File: config.mk
export PLATFORM = sky130hd
export DESIGN_NAME = wakeup_scheduler_flat
export DESIGN_NICKNAME = d
export VERILOG_FILES = /design/src/rtl/wakeup_scheduler_pkg.sv /design/src/rtl/wakeup_scheduler_if.sv /design/src/rtl/wakeup_req_fifo.sv /design/src/rtl/wakeup_scheduler.sv /design/src/flat_wrapper.sv
export SDC_FILE = /design/constraint.sdc
export NUM_CORES = 1
export LEC_CHECK = 0
export ABC_CLOCK_PERIOD_IN_PS = 6100
export BUFFER_PORTS_ARGS = -buffer_cell sky130_fd_sc_hd__buf_2
export CAP_MARGIN = 20
export CORE_MARGIN = 5
export CORE_UTILIZATION = 50
export CTS_BUF_LIST = sky130_fd_sc_hd__clkbuf_4 sky130_fd_sc_hd__clkbuf_8
export CTS_CLUSTER_DIAMETER = 150
export DETAILED_ROUTE_END_ITERATION = 10
export PLACE_DENSITY = 0.75
export SYNTH_ARGS = -nofsm -noshare
export SYNTH_HDL_FRONTEND = slang
export SYNTH_SLANG_ARGS = --single-unit
File: constraint.sdc
create_clock -name clk -period 6.1 [get_ports clk]
set_input_delay 0.915 -clock clk [delete_from_list [all_inputs] [get_ports clk]]
set_output_delay 0.915 -clock clk [all_outputs]
set_load 0.01 [all_outputs]
File: src/rtl/wakeup_scheduler_pkg.sv
// Shared constants for the wakeup scheduler: default delay-word width,
// timeout slack and the FSM state encodings.
package wakeup_scheduler_pkg;

    // Default width of the one-hot delay word sent downstream.
    localparam int DLAY_LEN_DEFAULT = 8;

    // Extra WAIT cycles tolerated beyond DLAY_LEN before a timeout.
    localparam int TIMEOUT_SLACK = 4;

    typedef enum logic [1:0] {
        IDLE  = 2'b00,
        ISSUE = 2'b01,
        WAIT  = 2'b10
    } sched_state_t;

endpackage

File: src/rtl/wakeup_scheduler_if.sv
// Request handshake and downstream delay-stage signals of the wakeup
// scheduler. The slave side is the scheduler; the master side is the
// requester plus the downstream delay-wakeup stage.
interface wakeup_scheduler_if
    import wakeup_scheduler_pkg::*;
#(
    parameter int DLAY_LEN = DLAY_LEN_DEFAULT
);
    logic                        req_valid;
    logic [$clog2(DLAY_LEN)-1:0] req_dly;
    logic                        req_ready;
    logic [DLAY_LEN-1:0]         wdy;
    logic                        wdy_load;
    logic                        wake_valid;

    modport master (
        output req_valid,
        output req_dly,
        input  req_ready,
        input  wdy,
        input  wdy_load,
        output wake_valid
    );

    modport slave (
        input  req_valid,
        input  req_dly,
        output req_ready,
        output wdy,
        output wdy_load,
        input  wake_valid
    );
endinterface

File: src/rtl/wakeup_req_fifo.sv
// Request FIFO of the wakeup scheduler: power-of-two depth, pointer
// wrap by natural overflow, occupancy counter. Pushes at full and pops
// when empty are ignored.
module wakeup_req_fifo #(
    parameter int DEPTH = 4,
    parameter int WIDTH = 3
) (
    input  logic                   clk,
    input  logic                   rst,
    input  logic                   push,
    input  logic [WIDTH-1:0]       push_data,
    input  logic                   pop,
    output logic [WIDTH-1:0]       pop_data,
    output logic [$clog2(DEPTH):0] level,
    output logic                   empty
);
    localparam int AW = $clog2(DEPTH);
    localparam logic [AW:0] FULL_LEVEL = (AW+1)'(DEPTH);

    logic [WIDTH-1:0] mem [DEPTH];
    logic [AW-1:0]    wr_ptr;
    logic [AW-1:0]    rd_ptr;
    logic             do_push;
    logic             do_pop;

    assign do_push  = push && (level != FULL_LEVEL);
    assign do_pop   = pop && (level != '0);
    assign empty    = (level == '0);
    assign pop_data = mem[rd_ptr];

    // Storage array; contents are don't-care until written, so no reset.
    always_ff @(posedge clk) begin
        if (do_push) begin
            mem[wr_ptr] <= push_data;
        end
    end

    // Pointers and occupancy; a simultaneous push and pop keeps the level.
    always_ff @(posedge clk) begin
        if (!rst) begin
            wr_ptr <= '0;
            rd_ptr <= '0;
            level  <= '0;
        end else begin
            if (do_push) begin
                wr_ptr <= wr_ptr + 1'b1;
            end
            if (do_pop) begin
                rd_ptr <= rd_ptr + 1'b1;
            end
            case ({do_push, do_pop})
                2'b10:   level <= level + 1'b1;
                2'b01:   level <= level - 1'b1;
                default: level <= level;
            endcase
        end
    end
endmodule

File: src/rtl/wakeup_scheduler.sv
// Wakeup scheduler top: queues delay requests, issues each one to the
// downstream delay-wakeup stage as a one-hot word with a load strobe,
// and waits for the stage's wakeup before issuing the next.
// Optional feature: define WAKEUP_SCHED_TIMEOUT_EN to build a WAIT
// timeout that raises the sticky err flag and abandons the request.
module wakeup_scheduler
    import wakeup_scheduler_pkg::*;
#(
    parameter int DEPTH    = 4,
    parameter int DLAY_LEN = DLAY_LEN_DEFAULT
) (
    input  logic                   clk,
    input  logic                   rst,
    wakeup_scheduler_if.slave      bus,
    output logic                   done,
    output logic                   busy,
    output logic [$clog2(DEPTH):0] level,
    output logic                   err
);
    localparam int DW = $clog2(DLAY_LEN);
    localparam logic [$clog2(DEPTH):0] FULL_LEVEL = ($clog2(DEPTH)+1)'(DEPTH);
    localparam logic [DW:0] DLY_MAX = (DW+1)'(DLAY_LEN - 1);
    localparam logic [DLAY_LEN-1:0] ONE_HOT_BASE = {{(DLAY_LEN-1){1'b0}}, 1'b1};

    sched_state_t  state;
    sched_state_t  state_next;
    logic [DW:0]   dly_wide;
    logic [DW-1:0] dly_sat;
    logic [DW-1:0] head_dly;
    logic          fifo_empty;
    logic          fifo_pop;
    logic          wake_hit;
    logic          timeout_hit;

    assign dly_wide      = {1'b0, bus.req_dly};
    assign dly_sat       = (dly_wide > DLY_MAX) ? DLY_MAX[DW-1:0] : bus.req_dly;
    assign bus.req_ready = (level != FULL_LEVEL);
    assign bus.wdy_load  = (state == ISSUE);
    assign busy          = (state != IDLE) || !fifo_empty;

    wakeup_req_fifo #(
        .DEPTH (DEPTH),
        .WIDTH (DW)
    ) u_req_fifo (
        .clk       (clk),
        .rst       (rst),
        .push      (bus.req_valid),
        .push_data (dly_sat),
        .pop       (fifo_pop),
        .pop_data  (head_dly),
        .level     (level),
        .empty     (fifo_empty)
    );

`ifdef WAKEUP_SCHED_TIMEOUT_EN
    localparam int CW = $clog2(DLAY_LEN + TIMEOUT_SLACK + 1);
    localparam logic [CW-1:0] TO_LAST = CW'(DLAY_LEN + TIMEOUT_SLACK - 1);

    logic [CW-1:0] wait_cnt;

    assign timeout_hit = (state == WAIT) && !bus.wake_valid && (wait_cnt == TO_LAST);

    // Count WAIT cycles and latch a sticky error when the wakeup never comes.
    always_ff @(posedge clk) begin
        if (!rst) begin
            wait_cnt <= '0;
            err      <= 1'b0;
        end else begin
            if (state != WAIT) begin
                wait_cnt <= '0;
            end else begin
                wait_cnt <= wait_cnt + 1'b1;
            end
            if (timeout_hit) begin
                err <= 1'b1;
            end
        end
    end
`else
    assign timeout_hit = 1'b0;
    assign err         = 1'b0;
`endif

    // FSM state register.
    always_ff @(posedge clk) begin
        if (!rst) begin
            state <= IDLE;
        end else begin
            state <= state_next;
        end
    end

    // Next-state logic: pop the head from IDLE, strobe once, then wait.
    always_comb begin
        state_next = state;
        fifo_pop   = 1'b0;
        wake_hit   = 1'b0;
        case (state)
            IDLE: begin
                if (!fifo_empty) begin
                    state_next = ISSUE;
                    fifo_pop   = 1'b1;
                end
            end
            ISSUE: begin
                state_next = WAIT;
            end
            WAIT: begin
                if (bus.wake_valid) begin
                    state_next = IDLE;
                    wake_hit   = 1'b1;
                end else if (timeout_hit) begin
                    state_next = IDLE;
                end
            end
            default: begin
                state_next = IDLE;
            end
        endcase
    end

    // Delay word held from issue until the FSM leaves WAIT; done follows a wakeup.
    always_ff @(posedge clk) begin
        if (!rst) begin
            bus.wdy <= '0;
            done    <= 1'b0;
        end else begin
            done <= wake_hit;
            if (fifo_pop) begin
                bus.wdy <= ONE_HOT_BASE << head_dly;
            end else if (state_next == IDLE) begin
                bus.wdy <= '0;
            end
        end
    end
endmodule
File: src/flat_wrapper.sv
// flat-port wrapper written by rule: the top's interface ports become plain ports
module wakeup_scheduler_flat import wakeup_scheduler_pkg::*;
#(
    parameter int DEPTH    = 4,
    parameter int DLAY_LEN = DLAY_LEN_DEFAULT
)
  (clk, rst, done, busy, level, err, bus_req_valid, bus_req_dly, bus_req_ready, bus_wdy, bus_wdy_load, bus_wake_valid);
  wakeup_scheduler_if #(.DLAY_LEN(DLAY_LEN)) bus_i ();
  input  logic clk;
  input  logic rst;
  output logic done;
  output logic busy;
  output logic [$clog2(DEPTH):0] level;
  output logic err;
  input wire logic [$bits(bus_i.req_valid)-1:0] bus_req_valid;
  input wire logic [$bits(bus_i.req_dly)-1:0] bus_req_dly;
  output wire logic [$bits(bus_i.req_ready)-1:0] bus_req_ready;
  output wire logic [$bits(bus_i.wdy)-1:0] bus_wdy;
  output wire logic [$bits(bus_i.wdy_load)-1:0] bus_wdy_load;
  input wire logic [$bits(bus_i.wake_valid)-1:0] bus_wake_valid;
  assign bus_i.req_valid = bus_req_valid;
  assign bus_i.req_dly = bus_req_dly;
  assign bus_req_ready = bus_i.req_ready;
  assign bus_wdy = bus_i.wdy;
  assign bus_wdy_load = bus_i.wdy_load;
  assign bus_i.wake_valid = bus_wake_valid;
  wakeup_scheduler #(.DEPTH(DEPTH), .DLAY_LEN(DLAY_LEN)) u_core (.clk(clk), .rst(rst), .bus(bus_i), .done(done), .busy(busy), .level(level), .err(err));
endmodule
After elaboration in Yosys (flattened, before gate mapping)
Memory sizes are Yosys's and may differ from the RTL's. A register that Yosys moved wholly into a read port is not among the register bits.
Index checks and enable logic that the tools add are counted.
{ "totals": {"out_inout_bits": 16, "wordCells": 44, "n_memories": 1, "mem_bits_rw": 12, "regBits": 18} }
{ "classes": {"addsub": 4, "n_reduce_logical": 12, "n_shift": 1, "n_eq_ne": 5, "muxes": 14, "order_cmp": 1} }
{ "mem_list": {"columns": ["memory", "depth", "width", "rd", "rd_clocked_by_memory_dff", "write_ports", "line_no", "text"], "rows": [
  ["u_core.u_req_fifo.mem", 4, 3, 1, 1, 1, "wakeup_req_fifo.sv:20", "logic [WIDTH-1:0] mem [DEPTH];"]
]} }
{ "ops": {"columns": ["op", "n"], "rows": [
  ["$mux W8", 2],
  ["$mux W2", 4],
  ["$shl A1 B3 Y8 const A", 1],
  ["$pmux W2 S3", 1],
  ["$pmux W3 S2", 1],
  ["$reduce_bool A2 Y1", 3],
  ["$mux W1", 5],
  ["$add A2 B1 Y2 const B", 2],
  ["$eq A2 B1 Y1 const B", 2],
  ["$eq A2 B2 Y1 const B", 2],
  ["$logic_not A2 Y1", 2],
  ["$add A3 B1 Y3 const B", 1],
  ["$gt A3 B3 Y1 const B", 1],
  ["$logic_not A3 Y1", 1],
  ["$mux W3", 1],
  ["$ne A3 B3 Y1 const B", 1],
  ["$reduce_bool A3 Y1", 1],
  ["$sub A3 B1 Y3 const B", 1],
  ["$logic_and A1 B1 Y1", 2],
  ["$reduce_and A2 Y1", 1],
  ["$logic_not A1 Y1", 1],
  ["$logic_or A1 B1 Y1", 1]
]} }

Depth between registers and ports, before layout
Gate-level depths: netlist of the first run.
{ "depth": {"word_depth": 6, "ltp_mapped": 9} }

Cells and area by module
A second synthesis of the first run with hierarchy kept.
{ "hier_totals": {"cells_unflattened": 115, "area_unflattened_um2": 1403.8} }
{ "by_module_without_submodules": {"columns": ["module", "n_inst", "cells_each", "seq_area_each_um2", "area_each_um2"], "rows": [
  ["wakeup_req_fifo", 1, 68, 540.5, 923.4],
  ["wakeup_scheduler", 1, 47, 220.2, 480.5]
]} }

Least setup slack after synthesis of the first run
No wires, ideal clock.
{ "synth_timing": {"path_type": "input-to-reg", "start": "in bus_req_valid", "end": "reg u_core.u_req_fifo.level[2]", "required_ps": 6030, "stages": 8, "slack_ps": 3751, "arrival_ps": 2280, "setup_ps": 70, "cell_sequence": "buf_1 > nand2_1 > ha_1 > inv_1 > fa_1 > xor2_1 > or3_1 > a21oi_1"} }
{ "synth_via": {"elab_chain_cells": 3, "elab_cells_between_ends": 5, "cone_classes": "2 x eq/ne; 1 x mux; 2 x reduce/logical"} }
{ "synth_lines": {"columns": ["element", "line_no", "text"], "rows": [
  ["start: declaration", "flat_wrapper.sv:15", "input wire logic [$bits(bus_i.req_valid)-1:0] bus_req_valid;"],
  ["$logic_and A1 B1 Y1 *", "wakeup_req_fifo.sv:26", "assign do_push = push && (level != FULL_LEVEL);"],
  ["$eq A2 B1 Y1 / $eq A2 B2 Y1 (equally long branches)", "wakeup_req_fifo.sv:51", "case ({do_push, do_pop})"],
  ["$pmux W3 S2 / $reduce_bool A2 Y1 (equally long branches)", null, null],
  ["end signal: assignment", "wakeup_req_fifo.sv:52", "2'b10: level <= level + 1'b1;"],
  ["end signal: assignment", "wakeup_req_fifo.sv:53", "2'b01: level <= level - 1'b1;"],
  ["end signal: assignment", "wakeup_req_fifo.sv:54", "default: level <= level;"],
  ["end: declaration", "wakeup_req_fifo.sv:14", "output logic [$clog2(DEPTH):0] level,"]
]} }
Mark *: on every way between the ends. The rest lies on a longest branch, timed or not.
A chain may end at the register's enable or synchronous reset.

Worst setup path in the final report of the first run
{ "layout_timing": {"start": "reg u_core.u_req_fifo.level[2]", "end": "out bus_req_ready"} }
{ "layout_via": {"elab_chain_cells": 1} }
{ "layout_lines": {"columns": ["element", "line_no", "text"], "rows": [
  ["$ne A3 B3 Y1", "wakeup_scheduler.sv:37", "assign bus.req_ready = (level != FULL_LEVEL);"],
  ["end: declaration", "flat_wrapper.sv:17", "output wire logic [$bits(bus_i.req_ready)-1:0] bus_req_ready;"]
]} }
No other way between the ends.

==> results of run 1 <==
cells by family after synthesis:
family,count (synthesis),share of synthesized area
fa+ha+maj,6,0.0615
xor+xnor,2,0.0130
flops,32,0.567
other cells,1,0.00279
simple gates,30,0.140
mux,3,0.0503
buf+inv,17,0.0513
compound gates,21,0.115
state kept, by name (all words and copies together), names as in the netlist, named ones only:
| signal | cells |
|---|---|
| u_core.done | 1 |
| u_core.bus.wdy | 8 |
| u_core.u_req_fifo.mem | 12 |
| u_core.u_req_fifo.rd_ptr | 2 |
| u_core.u_req_fifo.wr_ptr | 2 |
| u_core.state | 2 |
| u_core.u_req_fifo.level | 3 |
cell usage after synthesis (3+ instances only):
library cell / number / area [µm²]
edfxtp_1: 12 / 360
and3_1: 4 / 25.0
inv_1: 8 / 30.0
nand3_1: 3 / 15.0
a32o_2: 3 / 33.8
ha_1: 5 / 62.6
mux4_2: 3 / 67.6
a21oi_1: 7 / 35.0
nor2_1: 6 / 22.5
o2bb2ai_1: 3 / 26.3
clkbuf_1: 5 / 18.8
dfxtp_1: 20 / 400
nand2_1: 3 / 11.3
final timing paths:
| check | startpoint | to | slack, ns | cells after the start |
|---|---|---|---|---|
| setup reg to reg | u_core.u_req_fifo.level[2] | u_core.u_req_fifo.level[2] | 3.74 | 8 |
| setup / recovery | u_core.u_req_fifo.level[2] | bus_req_ready | 3.73 | 2 |
| hold reg to reg | u_core.bus.wdy[5] | u_core.bus.wdy[5] | 0.47 | 1 |
| hold / removal | u_core.bus.wdy[5] | u_core.bus.wdy[5] | 0.47 | 1 |
metal layers:
metal	wire length, µm	GRT usage	vias to the layer above
met4	38	0.0545	0
met2	1050	0.209	21
met5	0	0	-
li1	-	-	445
met3	165	0.0620	4
met1	1050	0.172	409
power by group:
group	leakage (nW)	internal [W]	switching, W
Sequential	0.273	0.000259	0.0000308
Clock	0.0403	0.0000836	0.0000707
Combinational	0.334	0.000102	0.000143
worst max-delay path, stage by stage (launching register included):
cell     delay [ns]
dfxtp_1        0.42
or3b_1         0.51
buf_2          0.20
layout by cell type (no fill, tap or decap), types with 2 or more instances in the layout:
cell / instances
mux4_2: 3
a21o_1: 2
and3_1: 4
nor2_1: 6
dfxtp_1: 20
clkbuf_4: 5
nand3_1: 3
xor2_1: 2
ha_1: 5
inv_1: 8
a32o_2: 3
buf_2: 21
edfxtp_1: 12
clkinv_1: 2
or3_1: 2
a21oi_1: 7
nand2_1: 3
nand2b_1: 2
o2bb2ai_1: 3
stage by stage:
step	area (µm²)	util	hold WS (ns)	power [W]	setup WS [ns]
6_report	1530	0.605	0.465	0.000689	3.73
5_1_grt	1530	0.605	0.489	0.000738	3.56
4_1_cts	1530	0.605	0.469	0.000695	3.72
3_5_place_dp	1450	0.575	0.444	0.000538	3.65
3_3_place_gp	1450	0.575	0.442	0.000529	3.74
2_1_floorplan	1340	-	0.453	0.000477	3.75
area by class of cell:
cell class                      count  share of cell area
Sequential cell                    32               0.499
Multi-Input combinational cell     63               0.336
Timing Repair Buffer               21              0.0689
Clock buffer                        5              0.0246
Clock inverter                      3              0.0246
Tap cell                           30              0.0246
Inverter                            9              0.0221
==> run metrics, run 1 <==
post-DR wirelength/cell=14.1 µm; Post-CTS Setup Repair Bufs=0; # setup viols final=0; Filler cells=223; WP data arrival=roughly 1.5 ns; FMAX=0.423 GHz; clock sinks=32; H-tree depth=2; ys flop type=dfxtp_1; chip height=just over 60 µm; nets@finish=145; post-route DRC violation count=0; setup TNS=0 ns; RSZ-0062 raised after global routing=false; relative max-transition margin=0.657; syn_area_per_cell=12.0 µm²; CTS tree=built; measured slew at the worst slew-check pin=about 0.51 ns; vias per cell=5.39; DRT Pass-1 Iters=3; Core Footprint=roughly 0.0025 mm²; Hold Crit Class=reg -> reg; Die ar.=0.00382 mm²; CTS Hold Bufs=0; Detailed Route WL=2.30 mm; Register Area=761 µm²; CP Max Fanout=10; share of cells above drive strength 1=0.271; # rows=18; status=complete, no violations; Critical Path Sink Type=output port; syn nets=roughly 130; cts bufs inserted=5; clk_lat worst skew=0.33 ns; number of global-route vias before repair=793; Antenna Cells=0; flops & latches, synth=32; Synth Instances=112; gr ovfl total=0; non-filler cells in the finished layout=approximately 160; placer congestion estimate=0.757; IO Port Bufs=21; Crit path required time=5.18 ns; first-pass GRT wire length=about 3.6 mm; crit share post-route=0.388; Post-Syn Area=approximately 0.0013 mm²; Die X=61.8 µm; worst clock skew=0.00803 ns; Starting Density=0.532; CTS resizes=0; post-synthesis sequential area ratio=0.567; number of flops mapped to enable cells by yosys=12; post-layout minimum cycle time=2.37 ns; clock slew at reported path FFs=0.09 ns; Pwr Density=~450 mW/mm²; Fin. Hold Viols=0; LEAKAGE=0.647 nW; Via Count=879; Final Max Tran Viols=0; multi-input logic area=513 µm²; synth warn=0; antenna violations before repair=0; antenna-violating nets left=0; largest net degree at the start of global routing=11; GRT Total Usage=0.138; Initial DRC Count=19; I/O pin cnt=23; Inst Count DP=between 150 and 200; DPL Wire Length=roughly 1.7 mm; maximum VDD drop=0.296 mV; root buf cell=clkbuf_4; critical path class=reg -> out; max-cap violations=0; Longest Clk Path Bufs=2; post-synthesis async set-or-reset flop share=0; area grow syn2layout=13.6%; startpoint class of the critical path=register; Yosys cell types=39
No activity file was read; power rests on OpenSTA's default activity.
==> run 2: changes to the inputs <==
Settings changed: ABC_CLOCK_PERIOD_IN_PS 6100 to 2400.
Clock period 6.1 ns to 2.4 ns, I/O delays scaled along.
==> run 2 against run 1 <==
  * Count of clock-buffer cells in the layout unchanged
  * Register-to-register slack worse by 3.5 ns
  * First-iteration DRC count up 47%
  * Power rose to 2.6 times the previous value
  * Die area unchanged
  * Critical path depth up 6
  * Clock power rose to 2.6 times the previous value
  * Non-clock buffer count up 1
  * Global-route usage down 0.10 points
  * Critical path type is now reg -> reg
==> run metrics, run 2 (same netlist as run 1, synthesis figures left out) <==
# setup viols final=0 (unchanged); antenna-violating nets left=0 (unchanged); CP Max Fanout=6 (-4); Antenna Cells=0 (unchanged); # rows=18 (unchanged); post-route DRC violation count=0 (unchanged); overall power=0.00176 W (+160%); nets@finish=146 (+0.69%); Hold Crit Class=in -> reg; Initial DRC Count=28 (+9); Detailed Route WL=2.28 mm (-0.83%); Starting Density=0.532 (unchanged); commonest non-fill, non-tap cell in the layout=buf_2; antenna violations before repair=0 (unchanged); end of the worst hold path=u_core.u_req_fifo.mem[0][2]; WP data arrival=2.45 ns (+1.00 ns); startpoint class of the critical path=register; Worst setup startpoint=u_core.u_req_fifo.level[2]; DRT Pass-1 Iters=4 (+1); root buf cell=clkbuf_4; FMAX=0.459 GHz; setup TNS=0 ns (unchanged); worst stage delay on the critical path=0.42 ns (-0.09 ns); switching power=0.000621 W (+150%); number of global-route vias before repair=843 (+6.3%); Die ar.=0.00382 mm² (unchanged); max FFs per register=12 (unchanged); Fin. Hold Viols=0 (unchanged); worst clock skew=0.00664 ns (-0.00139 ns); area grow syn2layout=14.5%; chip height=61.8 µm (unchanged); Die X=61.8 µm (unchanged); CTS Hold Bufs=0 (unchanged); slowest CP cell=dfxtp_1; Final Max Tran Viols=0 (unchanged); Inst Count DP=156 (+0.65%); worst flop-to-flop path startpoint=u_core.u_req_fifo.level[2]; max-cap violations=0 (unchanged); GRT Total Usage=0.137 (-0.00104); LEAKAGE=0.652 nW (+0.79%); RSZ-0062 raised after global routing=false; gr ovfl total=0 (unchanged); share of cells above drive strength 1=0.291 (+0.0204); first-pass GRT wire length=3.70 mm (+1.5%); cts bufs inserted=5 (unchanged); placer congestion estimate=0.755 (-0.25%); combinational fraction of design power=0.355 (about the same); Pwr Density=1150 mW/mm² (+150%); Via Count=863 (-1.8%); R2R Setup Slk=0.22 ns (-3.52 ns); Core Footprint=0.00252 mm² (unchanged); Clock power frac=0.228 (+0.004); reg2reg path depth=8 (unchanged); largest net degree at the start of global routing=12 (+1); critical path class=reg -> reg; Crit path required time=2.67 ns (-2.51 ns); IO Port Bufs=21 (unchanged); hold path startpoint=bus_req_dly[2]; top flop regs=u_core.u_req_fifo.mem x12, u_core.bus.wdy x8, u_core.u_req_fifo.level x3; I/O pin cnt=23 (unchanged); Worst path top cell family by delay=simple AND/OR/NAND/NOR gates; Post-CTS Setup Repair Bufs=0 (unchanged); vias per cell=5.26 (-2.4%); maximum VDD drop=0.837 mV (+180%); worst hold path depth=1 (unchanged); Worst Path Buf+Inv=1 (unchanged); measured slew at the worst slew-check pin=0.506 ns (-0.00600 ns); Longest Clk Path Bufs=2 (unchanged); worst r2r dst=u_core.u_req_fifo.level[2]; CTS resizes=0 (unchanged); CTS tree=built; Top reg by flops=u_core.u_req_fifo.mem; clock sinks=32 (unchanged); relative max-transition margin=0.661 (+0.00402); Sw Ratio=0.352 (-0.00240); Critical Path Sink Type=register; post-layout minimum cycle time=approximately 2.2 ns; non-filler cells in the finished layout=164 (+0.61%); clock slew at reported path FFs=0.10 ns (about the same); H-tree depth=2 (unchanged); DPL Wire Length=1.77 mm (+5.5%); crit share post-route=0.907; Int Pwr=0.00114 W (+160%); sequential share of power=0.417 (-0.004); clk_lat worst skew=0.33 ns (about the same); CP cell instances=or3b_1, nand2_1, ha_1, inv_1, fa_1, xor2_1, or3_1, a21oi_1; post-DR wirelength/cell=13.9 µm (-1.4%); status=complete, no violations; most frequent cells in the layout=buf_2 (21), dfxtp_1 (20), edfxtp_1 (12)
==> run 2: cell count changes in the layout (fill, tap and decap cells not counted) <==
| cell | before | now |
|---|---|---|
| clkinv_1 | 2 | 0 |
| buf_4 | 0 | 1 |
| clkinv_2 | 0 | 1 |
| clkinvlp_4 | 0 | 1 |
==> run 2: final cells by class <==
cell class | instances | area [µm²]
flip-flops and latches | 32 | 761
well taps | 30 | 37.5
clock inverters | 3 | 42.5
repair buffers | 22 | 113
multi-input cells | 63 | 513
fillers | 234 | 985
clock buffers | 5 | 37.5
inverters | 9 | 33.8
==> run 2: worst max path at each step <==
| stage | end | slack [ns] | cells after the start |
|---|---|---|---|
| floorplan | u_core.u_req_fifo.level[2] | 0.18 | 9 |
| global route | u_core.u_req_fifo.level[2] | 0.003 | 8 |
| CTS | u_core.u_req_fifo.level[2] | 0.22 | 8 |
| finish | u_core.u_req_fifo.level[2] | 0.22 | 8 |
| global placement | u_core.u_req_fifo.level[2] | 0.34 | 8 |
| detailed placement | u_core.u_req_fifo.level[2] | 0.27 | 8 |
==> run 2: power by group through the flow <==
| stage | Clock, W | Combinational [W] | Sequential [W] |
|---|---|---|---|
| 2_1_floorplan | 0 | 0.000461 | 0.000750 |
| 3_3_place_gp | 0 | 0.000609 | 0.000740 |
| 3_5_place_dp | 0 | 0.000627 | 0.000748 |
| 4_1_cts | 0.000412 | 0.000633 | 0.000735 |
| 5_1_grt | 0.000443 | 0.000709 | 0.000748 |
| 6_report | 0.000402 | 0.000625 | 0.000734 |
==> run 2: per-layer routing <==
metal  share of wire  global-route usage
met1            0.43               0.153
met2            0.49               0.236
met3           0.073              0.0682
met4           0.010              0.0273
met5               0                   0
==> run 2: per-stage QoR <==
step / area (µm²) / worst slack [ns] / hold WS, ns / util
2_1_floorplan: 1340 / 0.175 / 0.453 / -
3_3_place_gp: 1460 / 0.345 / 0.440 / 0.578
3_5_place_dp: 1460 / 0.266 / 0.443 / 0.578
4_1_cts: 1540 / 0.216 / 0.235 / 0.610
5_1_grt: 1540 / 0.00263 / 0.217 / 0.610
6_report: 1540 / 0.223 / 0.248 / 0.610
==> run 3: changes to the inputs <==
Settings changed: PLACE_DENSITY 0.75 to default, PLACE_DENSITY_LB_ADDON from default to 0.15.
==> run 3 against run 2 <==
  * Global-route usage increased by 0.72 points
  * Sequential power barely moved
  * Via count rose by 0.12%
  * Die area unchanged
  * Combinational power fell by 1%
  * Wire length down 4.8%
  * Power decreased by 0.41%
  * Count of clock-buffer cells in the layout up 1
  * Critical path type unchanged
==> run metrics, run 3 (same netlist as run 1, synthesis figures left out) <==
status=complete, no violations; startpoint class of the critical path=register; Int Pwr=0.00115 W (+1.1%); Die ar.=0.00382 mm² (unchanged); Filler cells=215 (-8.1%); Fin. Hold Viols=0 (unchanged); sequential share of power=0.417 (about the same); Critical Path Sink Type=register; post-route DRC violation count=0 (unchanged); Inst Count DP=156 (unchanged); DPL Wire Length=1.65 mm (-7.1%); worst r2r dst=u_core.u_req_fifo.level[2]; clock sinks=32 (unchanged); slowest CP cell=dfxtp_1; Via Count=864 (+0.12%); I/O pin cnt=23 (unchanged); CTS tree=built; Core Footprint=0.00252 mm² (unchanged); # rows=18 (unchanged); GRT Total Usage=0.144 (+0.00715); CP Max Fanout=6 (unchanged); worst clock skew=0.00838 ns (+0.00174 ns); worst stage delay on the critical path=0.40 ns (-0.02 ns); Sw Ratio=0.343 (-0.00994); first-pass GRT wire length=3.90 mm (+5.4%); Top reg by flops=u_core.u_req_fifo.mem; Longest Clk Path Bufs=2 (unchanged); Detailed Route WL=2.17 mm (-4.8%); relative max-transition margin=0.660 (about the same); share of cells above drive strength 1=0.291 (unchanged); Crit path depth=8 (unchanged); Final Max Tran Viols=0 (unchanged); gr ovfl total=0 (unchanged); Worst setup startpoint=u_core.u_req_fifo.level[2]; H-tree depth=2 (unchanged); setup TNS=0 ns (unchanged); # setup viols final=0 (unchanged); area grow syn2layout=14.5% (unchanged); Setup crit end=u_core.u_req_fifo.level[2]; non-filler cells in the finished layout=164 (unchanged); Crit path required time=2.66 ns (about the same); FMAX=0.467 GHz (+1.7%); root buf cell=clkbuf_4; combinational fraction of design power=0.353 (-0.002); post-DR wirelength/cell=13.2 µm (-4.8%); post-layout minimum cycle time=2.14 ns (-0.0359 ns); cts bufs inserted=5 (unchanged); CP cell instances=or3b_1, nand2_1, ha_1, inv_1, fa_1, xor2_1, or3_1, a21oi_1; CTS Hold Bufs=0 (unchanged); commonest non-fill, non-tap cell in the layout=buf_2; Hold WS=0.243 ns (-0.00504 ns); maximum VDD drop=0.756 mV (-9.6%); clock slew at reported path FFs=0.10 ns (about the same); Hold Crit Class=in -> reg; antenna violations before repair=0 (unchanged); CTS resizes=0 (unchanged); most frequent cells in the layout=buf_2 (21), dfxtp_1 (20), edfxtp_1 (12); crit share post-route=0.892 (-0.0150); RSZ-0062 raised after global routing=false; IO Port Bufs=21 (unchanged); reg2reg path depth=8 (unchanged); final worst setup slack=0.259 ns (+0.0359 ns); chip height=61.8 µm (unchanged); WP data arrival=2.40 ns (-0.05 ns); antenna-violating nets left=0 (unchanged); post-route cell area=0.00154 mm² (unchanged); Clock power frac=0.230 (+0.002); max FFs per register=12 (unchanged); Initial DRC Count=31 (+11%); Post-CTS Setup Repair Bufs=0 (unchanged); Pwr Density=1140 mW/mm² (-0.41%); max-cap violations=0 (unchanged); critical path class=reg -> reg; clk_lat worst skew=0.32 ns (about the same); LEAKAGE=0.657 nW (+0.68%); measured slew at the worst slew-check pin=0.507 ns (+0.000906 ns); R2R Setup Slk=0.26 ns (+0.04 ns); area post-placement=0.00146 mm² (unchanged); switching power=0.000601 W (-3.2%); dpl ws=0.257 ns (-0.00849 ns); Die X=61.8 µm (unchanged); top flop regs=u_core.u_req_fifo.mem x12, u_core.bus.wdy x8, u_core.u_req_fifo.level x3; number of global-route vias before repair=840 (-0.36%); Antenna Cells=0 (unchanged); vias per cell=5.27 (+0.12%); placer congestion estimate=0.737 (-2.4%); DRT Pass-1 Iters=3 (-1); Starting Density=0.532 (unchanged); Worst path top cell family by delay=simple AND/OR/NAND/NOR gates; Worst Path Buf+Inv=1 (unchanged); worst flop-to-flop path startpoint=u_core.u_req_fifo.level[2]; largest net degree at the start of global routing=11 (-1); nets@finish=146 (unchanged)
[run 3: cell count changes in the layout (fill, tap and decap cells not counted)]
cell	change
clkinvlp_4	-1
clkbuf_4	+1
[run 3: power groups by stage]
stage               logic (W)  clock network [W]  registers, W
finish               0.000619           0.000404      0.000731
global route         0.000713           0.000442      0.000754
CTS                  0.000633           0.000420      0.000734
detailed placement   0.000627                  0      0.000746
global placement     0.000614                  0      0.000742
floorplan            0.000461                  0      0.000750
[run 3: worst min path at each step]
| stage | cells after the start | end | from |
|---|---|---|---|
| floorplan | 2 | register | u_core.u_req_fifo.rd_ptr[1] |
| global placement | 1 | u_core.bus.wdy[3] | u_core.bus.wdy[3] |
| detailed placement | 1 | u_core.bus.wdy[3] | u_core.bus.wdy[3] |
| CTS | 1 | u_core.u_req_fifo.mem[1][1] | bus_req_dly[1] |
| global route | 1 | u_core.u_req_fifo.mem[1][1] | bus_req_dly[1] |
| finish | 1 | u_core.u_req_fifo.mem[1][1] | bus_req_dly[1] |
[run 3: cell type report]
cell class | count | area [µm²] | share of cell area
clock buffer | 6 | 45.0 | 0.0293
multi-input combinational | 63 | 513 | 0.334
inverter | 9 | 33.8 | 0.0220
tap | 30 | 37.5 | 0.0244
clock inverter | 2 | 35.0 | 0.0228
timing repair buffer | 22 | 113 | 0.0732
sequential | 32 | 761 | 0.495
[run 3: layer usage]
| layer | up-vias | wire, µm | global-route usage |
|---|---|---|---|
| met4 | 0 | 28 | 0.0545 |
| li1 | 442 | - | - |
| met5 | - | 0 | 0 |
| met1 | 396 | 949 | 0.175 |
| met2 | 22 | 1020 | 0.224 |
| met3 | 4 | 178 | 0.0661 |
[run 3: stage by stage]
step / utilization / power [W]
floorplan: - / 0.00121
global placement: 0.578 / 0.00136
detailed placement: 0.578 / 0.00137
CTS: 0.610 / 0.00179
global route: 0.610 / 0.00191
finish: 0.610 / 0.00175
